===== src/rtl/ifexp_pkg.sv =====
// Shared types, default sizes and the round-robin pick helper for the
// ifexp compare/select arbiter.
package ifexp_pkg;

  typedef enum logic [1:0] {
    RUN   = 2'd0,
    DRAIN = 2'd1,
    DONE  = 2'd2
  } state_e;

  localparam int DEF_NBITS = 8;
  localparam int DEF_NREQ  = 4;
  localparam int MAX_NREQ  = 16;

  // One-hot grant: first set bit of req searching ptr, ptr+1, ... modulo nreq.
  function automatic logic [MAX_NREQ-1:0] rr_pick(
    input logic [MAX_NREQ-1:0] req,
    input int unsigned         ptr,
    input int unsigned         nreq
  );
    logic [MAX_NREQ-1:0] grant;
    logic                found;
    int unsigned         idx;
    grant = '0;
    found = 1'b0;
    for (int unsigned i = 0; i < MAX_NREQ; i++) begin
      idx = ptr + i;
      if (idx >= nreq) idx = idx - nreq;
      if ((i < nreq) && !found && req[idx]) begin
        grant[idx] = 1'b1;
        found      = 1'b1;
      end
    end
    return grant;
  endfunction

endpackage


===== src/rtl/ifexp_sel.sv =====
// Combinational compare/select: DATA = (A > B) ? A : B + 1, unsigned,
// with B + 1 wrapping at the operand width.
module ifexp_sel #(
  parameter int NBITS = ifexp_pkg::DEF_NBITS
) (
  input  logic [NBITS-1:0] a,
  input  logic [NBITS-1:0] b,
  output logic [NBITS-1:0] data,
  output logic             sel
);

  assign sel  = (a > b);
  assign data = sel ? a : b + 1'b1;

endmodule


===== src/rtl/ifexp_arbiter.sv =====
// Round-robin arbiter feeding a shared 2-stage compare/select pipeline,
// with valid/ready on both sides and a flush FSM that drains the pipe.
module ifexp_arbiter
  import ifexp_pkg::*;
#(
  parameter int NBITS = DEF_NBITS,
  parameter int NREQ  = DEF_NREQ,
  parameter int IDW   = (NREQ > 1) ? $clog2(NREQ) : 1
) (
  input  logic                  CLK,
  input  logic                  RST,
  input  logic [NREQ-1:0]       REQ_VALID,
  output logic [NREQ-1:0]       REQ_READY,
  input  logic [NREQ*NBITS-1:0] REQ_A,
  input  logic [NREQ*NBITS-1:0] REQ_B,
  output logic                  OUT_VALID,
  input  logic                  OUT_READY,
  output logic [NBITS-1:0]      OUT_DATA,
  output logic [IDW-1:0]        OUT_ID,
  output logic                  OUT_SEL,
  input  logic                  FLUSH,
  output logic                  FLUSH_DONE,
  output logic                  BUSY
);

  state_e           state, state_nxt;
  logic [IDW-1:0]   ptr, ptr_nxt;

  logic             s1_v;
  logic [NBITS-1:0] s1_a, s1_b;
  logic [IDW-1:0]   s1_id;

  logic             s2_v;
  logic [NBITS-1:0] s2_data;
  logic             s2_sel;
  logic [IDW-1:0]   s2_id;

  logic             adv1, adv2;
  logic             grant_en, grant_any, flush_done;
  logic [NREQ-1:0]  grant;
  logic [IDW-1:0]   grant_id;
  logic [NBITS-1:0] sel_data;
  logic             sel_gt;

  // A stage may load when it is empty or its content moves on this cycle.
  assign adv2 = !s2_v || OUT_READY;
  assign adv1 = !s1_v || adv2;

  // NOTE: every variable written in an always_comb gets a default first, so no path leaves it unassigned and no latch is inferred.
  always_comb begin
    state_nxt  = state;
    grant_en   = 1'b0;
    flush_done = 1'b0;
    case (state)
      RUN: begin
        if (FLUSH) state_nxt = DRAIN;
        else       grant_en  = adv1;
      end
      DRAIN: begin
        if (!s1_v && !s2_v) state_nxt = DONE;
      end
      DONE: begin
        flush_done = 1'b1;
        state_nxt  = RUN;
      end
      default: state_nxt = RUN;
    endcase
  end

  always_comb begin
    grant    = grant_en ? NREQ'(rr_pick(MAX_NREQ'(REQ_VALID), 32'(ptr), NREQ)) : '0;
    grant_id = '0;
    for (int i = 0; i < NREQ; i++) begin
      if (grant[i]) grant_id = IDW'(i);
    end
    grant_any = |grant;
    ptr_nxt   = (grant_id == IDW'(NREQ - 1)) ? '0 : grant_id + 1'b1;
  end

  ifexp_sel #(.NBITS(NBITS)) u_sel (
    .a    (s1_a),
    .b    (s1_b),
    .data (sel_data),
    .sel  (sel_gt)
  );

  // NOTE: sequential state uses non-blocking assignments so every register samples pre-edge values regardless of statement order.
  always_ff @(posedge CLK) begin
    if (RST) begin
      state   <= RUN;
      ptr     <= '0;
      s1_v    <= 1'b0;
      s1_a    <= '0;
      s1_b    <= '0;
      s1_id   <= '0;
      s2_v    <= 1'b0;
      s2_data <= '0;
      s2_sel  <= 1'b0;
      s2_id   <= '0;
    end else begin
      state <= state_nxt;
      if (grant_any) ptr <= ptr_nxt;
      if (adv1) begin
        s1_v <= grant_any;
        if (grant_any) begin
          s1_a  <= REQ_A[grant_id*NBITS +: NBITS];
          s1_b  <= REQ_B[grant_id*NBITS +: NBITS];
          s1_id <= grant_id;
        end
      end
      // S2 payload only changes on a real transfer, keeping the output stable when idle.
      if (adv2) begin
        s2_v <= s1_v;
        if (s1_v) begin
          s2_data <= sel_data;
          s2_sel  <= sel_gt;
          s2_id   <= s1_id;
        end
      end
    end
  end

  assign REQ_READY  = grant;
  assign OUT_VALID  = s2_v;
  assign OUT_DATA   = s2_data;
  assign OUT_ID     = s2_id;
  assign OUT_SEL    = s2_sel;
  assign FLUSH_DONE = flush_done;
  assign BUSY       = s1_v || s2_v;

endmodule


===== config.mk =====
export PLATFORM = sky130hd
export DESIGN_NAME = ifexp_arbiter
export DESIGN_NICKNAME = d
export VERILOG_FILES = /design/src/rtl/ifexp_pkg.sv /design/src/rtl/ifexp_sel.sv /design/src/rtl/ifexp_arbiter.sv
export SDC_FILE = /design/constraint.sdc
export NUM_CORES = 1
export LEC_CHECK = 0
export CAP_MARGIN = 20
export CORE_MARGIN = 8
export CORE_UTILIZATION = 50
export DETAILED_ROUTE_END_ITERATION = 6
export GPL_TIMING_DRIVEN = 0
export PLACE_DENSITY = 0.86
export SYNTH_ARGS = -nofsm -noshare
export SYNTH_HDL_FRONTEND = slang
export SYNTH_SLANG_ARGS = --single-unit

===== constraint.sdc =====
create_clock -name CLK -period 5.1 [get_ports CLK]
set_input_delay 1.02 -clock CLK [delete_from_list [all_inputs] [get_ports CLK]]
set_output_delay 1.02 -clock CLK [all_outputs]
set_load 0.01 [all_outputs]

# Word level (Yosys, flattened, before mapping)
# Cells that the tools add are included.
# totals
register_bits	35
in_bits	72
output_inout_bits	18
# classes
addsub	9
magnitude_cmp	13
n_eq_ne	5
n_shift	2
mux	39
bitwise_logic	3
reduce_logical	21
# op_table
operator	n
32-bit by 1-bit >= comparator with 1-bit output, second input constant	4
32-bit by 5-bit < comparator with 1-bit output, second input constant	4
32-bit 2-to-1 mux	4
32-bit by 6-bit indexed part select with 8-bit output	2
4-bit 2-to-1 mux	5
1-bit binary-select mux with 4-bit select	4
1-bit demux with 4-bit select	4
1-bit 2-to-1 mux	15
4-bit OR	3
3-bit by 3-bit subtractor with 4-bit output, second input constant	3
2-bit 2-to-1 mux	5
3-bit >= comparator, second input constant	3
8-bit by 1-bit adder with 8-bit output, second input constant	1
8-bit > comparator	1
1-bit logical AND	8
8-bit 2-to-1 mux	1
2-bit by 2-bit adder with 3-bit output, second input constant	2
2-bit AND reduction	3
1-bit zero test	5
2-bit == test, second input constant	2
2-bit inequality test, second input constant	2
2-bit case mux with 2 select lines	1
4-bit OR reduction	1
2-bit by 3-bit subtractor with 4-bit output, second input constant	1
other kinds (6)	8

# Depth between registers and ports, before layout
# Gate-level depths: netlist of the first run.
# logic_depth
word_depth	20
mapped_depth	13

# Cells and area by module
# From an unflattened synthesis of the first run, not the netlist that was laid out.
# unflattened
cells_unflattened	284
area_unflattened_um2	2561.2
# by_module_without_submodules
module	n_inst	cells_each	area_each_um2
ifexp_arbiter	1	235	2148.3
ifexp_sel	1	49	412.9

# Worst setup path after synthesis of the first run
# No wires, ideal clock.
# synth_path
path_type	input-to-output
start	input REQ_VALID[1]
end	output REQ_READY[3]
t_arrival_ns	2.607
t_required_ns	4.080
setup_slack_ns	1.473
path_stages	8
path_buffers	2
path_cell_list	mux2_4 and3b_1 buf_6 o211a_1 a21oi_1 a21o_1 clkbuf_1 inv_1
# synth_via
elab_chain_len	13
elab_cells_between_ends	25
# synth_lines
element	line_no	rtl
start: declaration	ifexp_arbiter.sv:12	input logic [NREQ-1:0] REQ_VALID,
1-bit binary-select mux with 4-bit select	ifexp_pkg.sv:29	if ((i < nreq) && !found && req[idx]) begin
1-bit 2-to-1 mux (implied by the code)	ifexp_pkg.sv:29	
1-bit 2-to-1 mux	ifexp_pkg.sv:29	
1-bit zero test	ifexp_pkg.sv:29	
1-bit logical AND	ifexp_pkg.sv:29	
1-bit 2-to-1 mux	ifexp_pkg.sv:29	
1-bit zero test	ifexp_pkg.sv:29	
1-bit logical AND	ifexp_pkg.sv:29	
1-bit 2-to-1 mux	ifexp_pkg.sv:29	
1-bit zero test	ifexp_pkg.sv:29	
1-bit logical AND	ifexp_pkg.sv:29	
4-bit 2-to-1 mux *	ifexp_pkg.sv:29	
4-bit 2-to-1 mux *	ifexp_arbiter.sv:71	grant = grant_en ? NREQ'(rr_pick(MAX_NREQ'(REQ_VALID), 32'(ptr), NREQ)) : '0;
end: declaration	ifexp_arbiter.sv:13	output logic [NREQ-1:0] REQ_READY,
# Mark *: on every way between the ends. The rest lies on a longest branch, timed or not. The select of a mux whose other input is x is not followed.

# Worst setup path in the final report of the first run
# layout_path
start	input REQ_VALID[3]
end	output REQ_READY[3]
# Same word-level chain as after synthesis.

==> flow_metrics.tcl, run 1 <==
set metrics [dict create \
    crit_path_max_fanout 10 \
    synthesis.nets 433 \
    finalCritPeriodShare 0.970 \
    finalNetCount 528 \
    end_kind "primary output" \
    clk_latency_ns 0.29 \
    dr_wl_met3_um 692 \
    cts_resized 0 \
    multi_input_area_sq_mm 0.00183 \
    drt-total-wl_mm 8.60 \
    syn_area_sq_mm 0.00275 \
    htreeDepth 2 \
    areaGrowthSynthToFinish_pct 38.5 \
    cts_hold_buf 0 \
    drt_first_pass_iters 5 \
    grt_pass1_wl_mm 14.2 \
    switching_share 0.454 \
    ant_nets 0 \
    path_cells "clkdlybuf4s50_1 -> mux2_4 -> and3_1 -> buf_6 -> o211a_1 -> a21oi_1 -> a21o_1 -> clkbuf_1 -> inv_1 -> clkdlybuf4s50_1" \
    cap_violations 0 \
    met1_length_mm 3.66 \
    die_area_sq_mm 0.00813 \
    cts.sinks 35 \
    grt_pass1_vias 3066 \
    initial_utilization 0.509 \
    cts_made_buffers 5 \
    arrival_ns 3.93 \
    dieWidth_um 90.1 \
    gr-total-overflow 0 \
    hpwl_mm 6.92 \
    switchingPower_mw 0.894 \
    drc 0 \
    max_stage_delay_ns 0.51 \
    rows 27 \
    wl_met2_mm 4.10 \
    vias 2983 \
    avgViaCountPerCell 5.83 \
    fill_cells 465 \
    die_y_um 90.1 \
    critPathSlowestCell "clkdlybuf4s50_1" \
    crit_type "in -> out" \
    tightest_slew_ns 0.522 \
    seq_power_share 0.225 \
    finalSetupTns_ns 0 \
    rsz0062_at_grt "no" \
    io_buffers 88 \
    track_usage 0.209 \
    cp.required_ns 4.08 \
    cts_max_path_buffers 2 \
    max_clock_freq_ghz 0.202 \
    postSynthAreaPerCell_sq_um 7.97 \
    clock_skew_ns 0.00938 \
    postCtsSetupRepairBufs 0 \
    cts_tree "built" \
    ios 90 \
    crit_buf_inv 5 \
    grt_max_degree 11 \
    coreArea_sq_mm 0.00541 \
    async_flop_share 0 \
    cp_top_family "buffers and inverters" \
    p_clk_frac 0.104 \
    finalHoldViolations 0 \
    clk_transition_reported_paths_ns 0.07 \
    finalPower_mw 1.97 \
    fin_area_sq_mm 0.00381 \
    drive_gt1_frac 0.0705 \
    diodes 0 \
    vdd_drop_max_v 0.000286 \
    critPathLaunchType "input port" \
    hp-class "reg -> reg" \
    slew_headroom 0.652 \
    routed.top_layer "met4" \
    root_buffer "clkbuf_8" \
    drt_iter0_markers 159 \
    ys_warn_count 0 \
    leakagePower_nw 1.47 \
    wl_per_cell_um 16.8 \
    synth_flop_cell "dfxtp_1" \
    place_area_sq_mm 0.00372 \
    synthCells 345 \
    pwr-share-comb 0.671 \
    finalMaxSlewViolations 0 \
    status "complete, no violations" \
    yosysSeqAreaShare 0.255 \
    seqCellArea_sq_um 701 \
    antenna_found_initial 0 \
    finalSetupViolCount 0 \
    p_per_area_mw_per_mm2 517 \
    layout_commonest_cell "clkdlybuf4s50_1" \
    crit_top_cell "clkdlybuf4s50_1" \
    synth_edf_count 0 \
    final_cell_mix "clkdlybuf4s50_1 (88), nor2_1 (37), dfxtp_1 (35)" \
    fin_crit_ns 4.95 \
    synth_seq_cells 35 \
    ys_types 50 \
    holdWs_ns 0.453 \
    internal_power_mw 1.07 \
    gp_congestion 0.948 \
]
==> layout make-up <==
class,instances,area share
Multi-Input combinational cell,268,0.481
Timing Repair Buffer,88,0.231
Sequential cell,35,0.184
Buffer,28,0.0434
Tap cell,72,0.0237
Clock buffer,6,0.0217
Inverter,14,0.0138
Clock inverter,1,0.00131
==> Yosys cell counts (7+ instances only) <==
master    count  share of area
a21boi_0     16          0.044
a21oi_1      29          0.053
a221oi_1      7          0.022
a311oi_1      8          0.025
and3_1       18          0.041
clkbuf_1     14          0.019
dfxtp_1      35           0.25
ha_1         16          0.073
inv_1        14          0.019
nand2_1      17          0.023
nand2b_1      9          0.020
nor2_1       37          0.051
o21ai_0      23          0.042
o31a_1        8          0.025
or3_1        10          0.023
==> per-layer routing <==
metal	up-vias	track usage
li1	1456	-
met1	1387	0.247
met2	124	0.353
met3	16	0.0565
met4	0	0.0749
met5	-	0
==> path summary, 6_finish.rpt <==
path                                  from  depth (start not counted)  slack (ns)                        to
setup / recovery              REQ_VALID[3]                         10        0.15              REQ_READY[3]
hold / removal    OUT_DATA[5]$_SDFFE_PP0P_                          2        0.45  OUT_DATA[5]$_SDFFE_PP0P_
setup reg to reg       ptr[0]$_SDFFE_PP0P_                         12        1.53      s1_b[7]$_SDFFE_PP0P_
hold reg to reg   OUT_DATA[5]$_SDFFE_PP0P_                          2        0.45  OUT_DATA[5]$_SDFFE_PP0P_
==> logic make-up (layout without fill, tap and decap cells) <==
family                     after synthesis  in the layout  share of synthesized area
DFF                                     35             35                      0.255
xor gates and xnor gates                 6              6                     0.0191
AOI/OAI and AO/OA                      118            118                      0.299
buffers and inverters                   42            137                     0.0792
muxes                                    6              6                     0.0346
adders and majority gates               16             16                     0.0728
and+or+nand+nor                        122            122                      0.241
==> worst reg2reg max path, cell delays in order (launching register included) <==
cell      delay [ns]
dfxtp_1         0.44
buf_6           0.18
inv_1           0.08
ha_1            0.34
a21boi_0        0.15
a22oi_1         0.42
nor4_1          0.11
o41a_1          0.53
nand2_1         0.17
clkbuf_1        0.43
a21oi_1         0.14
o31a_1          0.29
a221oi_2        0.21
==> state kept, by name, indices dropped and copies added, names as in the netlist, 2 cells and up <==
signal	flops
OUT_DATA	8
s1_b	8
OUT_ID	2
ptr	2
state	2
s1_id	2
s1_a	8
==> per-stage QoR <==
stage / cells / utilization / worst slack [ns]
6_report: 512 / 0.704 / 0.152
3_3_place_gp: 505 / 0.688 / 0.235
4_1_cts: 512 / 0.704 / 0.164
2_1_floorplan: 345 / - / 1.47
5_1_grt: 512 / 0.704 / 0.0223
3_5_place_dp: 505 / 0.688 / 0.188
==> power by group through the flow <==
stage | clock network (mW) | logic [mW] | registers (mW)
3_5_place_dp | 0 | 1.30 | 0.447
4_1_cts | 0.204 | 1.31 | 0.442
6_report | 0.204 | 1.32 | 0.443
3_3_place_gp | 0 | 1.27 | 0.443
5_1_grt | 0.218 | 1.45 | 0.458
2_1_floorplan | 0 | 0.920 | 0.439
(Power assumes the default switching activity.)
==> inputs of run 2 (changes only) <==
--- a/config.mk
+++ b/config.mk
@@ -8,3 +8,2 @@
 export CAP_MARGIN = 20
-export CORE_MARGIN = 8
 export CORE_UTILIZATION = 50
==> constraint.sdc (replaced) <==
create_clock -name CLK -period 5.1 [get_ports CLK]
set_input_delay 1.53 -clock CLK [delete_from_list [all_inputs] [get_ports CLK]]
set_output_delay 1.53 -clock CLK [all_outputs]
set_load 0.01 [all_outputs]
==> run 2 against run 1 <==
Net effect:
- register-to-register slack gained 0.02 ns
- non-clock buffer count increased by 4
- critical path depth decreased by 1
- cell count rose by 0.59%
- via count up 3.4%
- setup slack lost 0.067 ns
- fmax fell by 1.3%
- critical path type unchanged
==> flow_metrics.tcl, run 2 (synthesized netlist as in run 1, its figures left out) <==
set metrics [dict create \
    status "complete, no violations" \
    vdd_drop_max_v 0.000262 \
    place_area_sq_mm 0.00372 \
    seqCellArea_sq_um 701 \
    max_clock_freq_ghz 0.199 \
    fin_crit_ns 5.02 \
    finalSetupTns_ns 0 \
    p_per_area_mw_per_mm2 528 \
    dp_cells 503 \
    hp-class "reg -> reg" \
    critPathLaunchType "input port" \
    drive_gt1_frac 0.0989 \
    drc 0 \
    cts.sinks 35 \
    cts_max_path_buffers 2 \
    place_ws_ns -0.828 \
    vias 3083 \
    gp_congestion 0.888 \
    leakagePower_nw 1.53 \
    die_area_sq_mm 0.00580 \
    grt_max_degree 15 \
    grt_pass1_wl_mm 13.4 \
    final_core_util 0.749 \
    diodes 0 \
    arrival_ns 3.49 \
    multi_input_area_sq_mm 0.00189 \
    clk_latency_ns 0.30 \
    io_buffers 88 \
    finalMaxSlewViolations 0 \
    dieWidth_um 76.1 \
    drt-total-wl_mm 8.34 \
    cp.required_ns 3.57 \
    track_usage 0.288 \
    die_y_um 76.1 \
    root_buffer "clkbuf_8" \
    ios 90 \
    htreeDepth 2 \
    crit_path_max_fanout 10 \
    hpwl_mm 6.29 \
    layout_commonest_cell "clkdlybuf4s50_1" \
    rows 26 \
    drt_first_pass_iters 5 \
    holdWs_ns 0.455 \
    cts_made_buffers 5 \
    initial_utilization 0.528 \
    end_kind "primary output" \
    finalNonFillerCells 515 \
    fill_cells 407 \
    finalSetupViolCount 0 \
    finalPower_mw 2.06 \
    cts_tree "built" \
    slew_headroom 0.600 \
    grt_pass1_vias 2819 \
    reg2reg_depth 13 \
    wl_per_cell_um 16.2 \
    clk_transition_reported_paths_ns 0.07 \
    crit_type "in -> out" \
    drt_iter0_markers 251 \
    clock_skew_ns 0.0103 \
    gr-total-overflow 0 \
    tightest_slew_ns 0.601 \
    finalCritPeriodShare 0.983 \
    fin_ws_ns 0.0849 \
    avgViaCountPerCell 5.99 \
    finalHoldViolations 0 \
    ant_nets 0 \
    hold_depth 2 \
    final_cell_mix "clkdlybuf4s50_1 (80), nor2_1 (37), dfxtp_1 (35)" \
    rrSetupSlack_ns 1.55 \
    finalNetCount 532 \
    cap_violations 0 \
    fin_area_sq_mm 0.00390 \
    antenna_found_initial 0 \
    rsz0062_at_grt "no" \
    areaGrowthSynthToFinish_pct 41.8 \
    coreArea_sq_mm 0.00520 \
]
run 2: final timing paths:
path                          start                endpoint
max                    REQ_VALID[1]            REQ_READY[3]
max reg2reg     ptr[0]$_SDFFE_PP0P_    s1_a[7]$_SDFFE_PP0P_
min          OUT_ID[0]$_SDFFE_PP0P_  OUT_ID[0]$_SDFFE_PP0P_
min reg2reg  OUT_ID[0]$_SDFFE_PP0P_  OUT_ID[0]$_SDFFE_PP0P_
run 2: cell type report:
cell class,instances,area share
Buffer,27,0.0414
Clock buffer,8,0.0257
Inverter,14,0.0135
Multi-Input combinational cell,268,0.484
Sequential cell,35,0.180
Tap cell,70,0.0225
Timing Repair Buffer,93,0.233
run 2: what timing repair did:
item,CTS,global route
setup endpoints to repair,4,1
setup buffers,5,0
resized for setup,17,1
hold buffers,0,0
pin swaps,3,0
run 2: power breakdown:
part	leakage (nW)	switching (mW)	total [mW]	internal, mW
Combinational	1.20	0.758	1.39	0.629
Clock	0.0515	0.102	0.226	0.123
Sequential	0.287	0.0787	0.445	0.366
run 2: metal layers:
metal	GRT usage	vias up	routed length, um
li1	-	1470	-
met1	0.380	1417	3600
met2	0.453	167	3870
met3	0.0419	29	591
met4	0.156	0	270
met5	0	-	0
run 2: critical path: stages:
cell,delay (ns)
dlygate4sd2_1,0.26
mux2_4,0.28
and3b_2,0.24
buf_6,0.16
o211a_1,0.23
a21oi_1,0.26
a21o_2,0.19
inv_1,0.05
dlygate4sd2_1,0.28
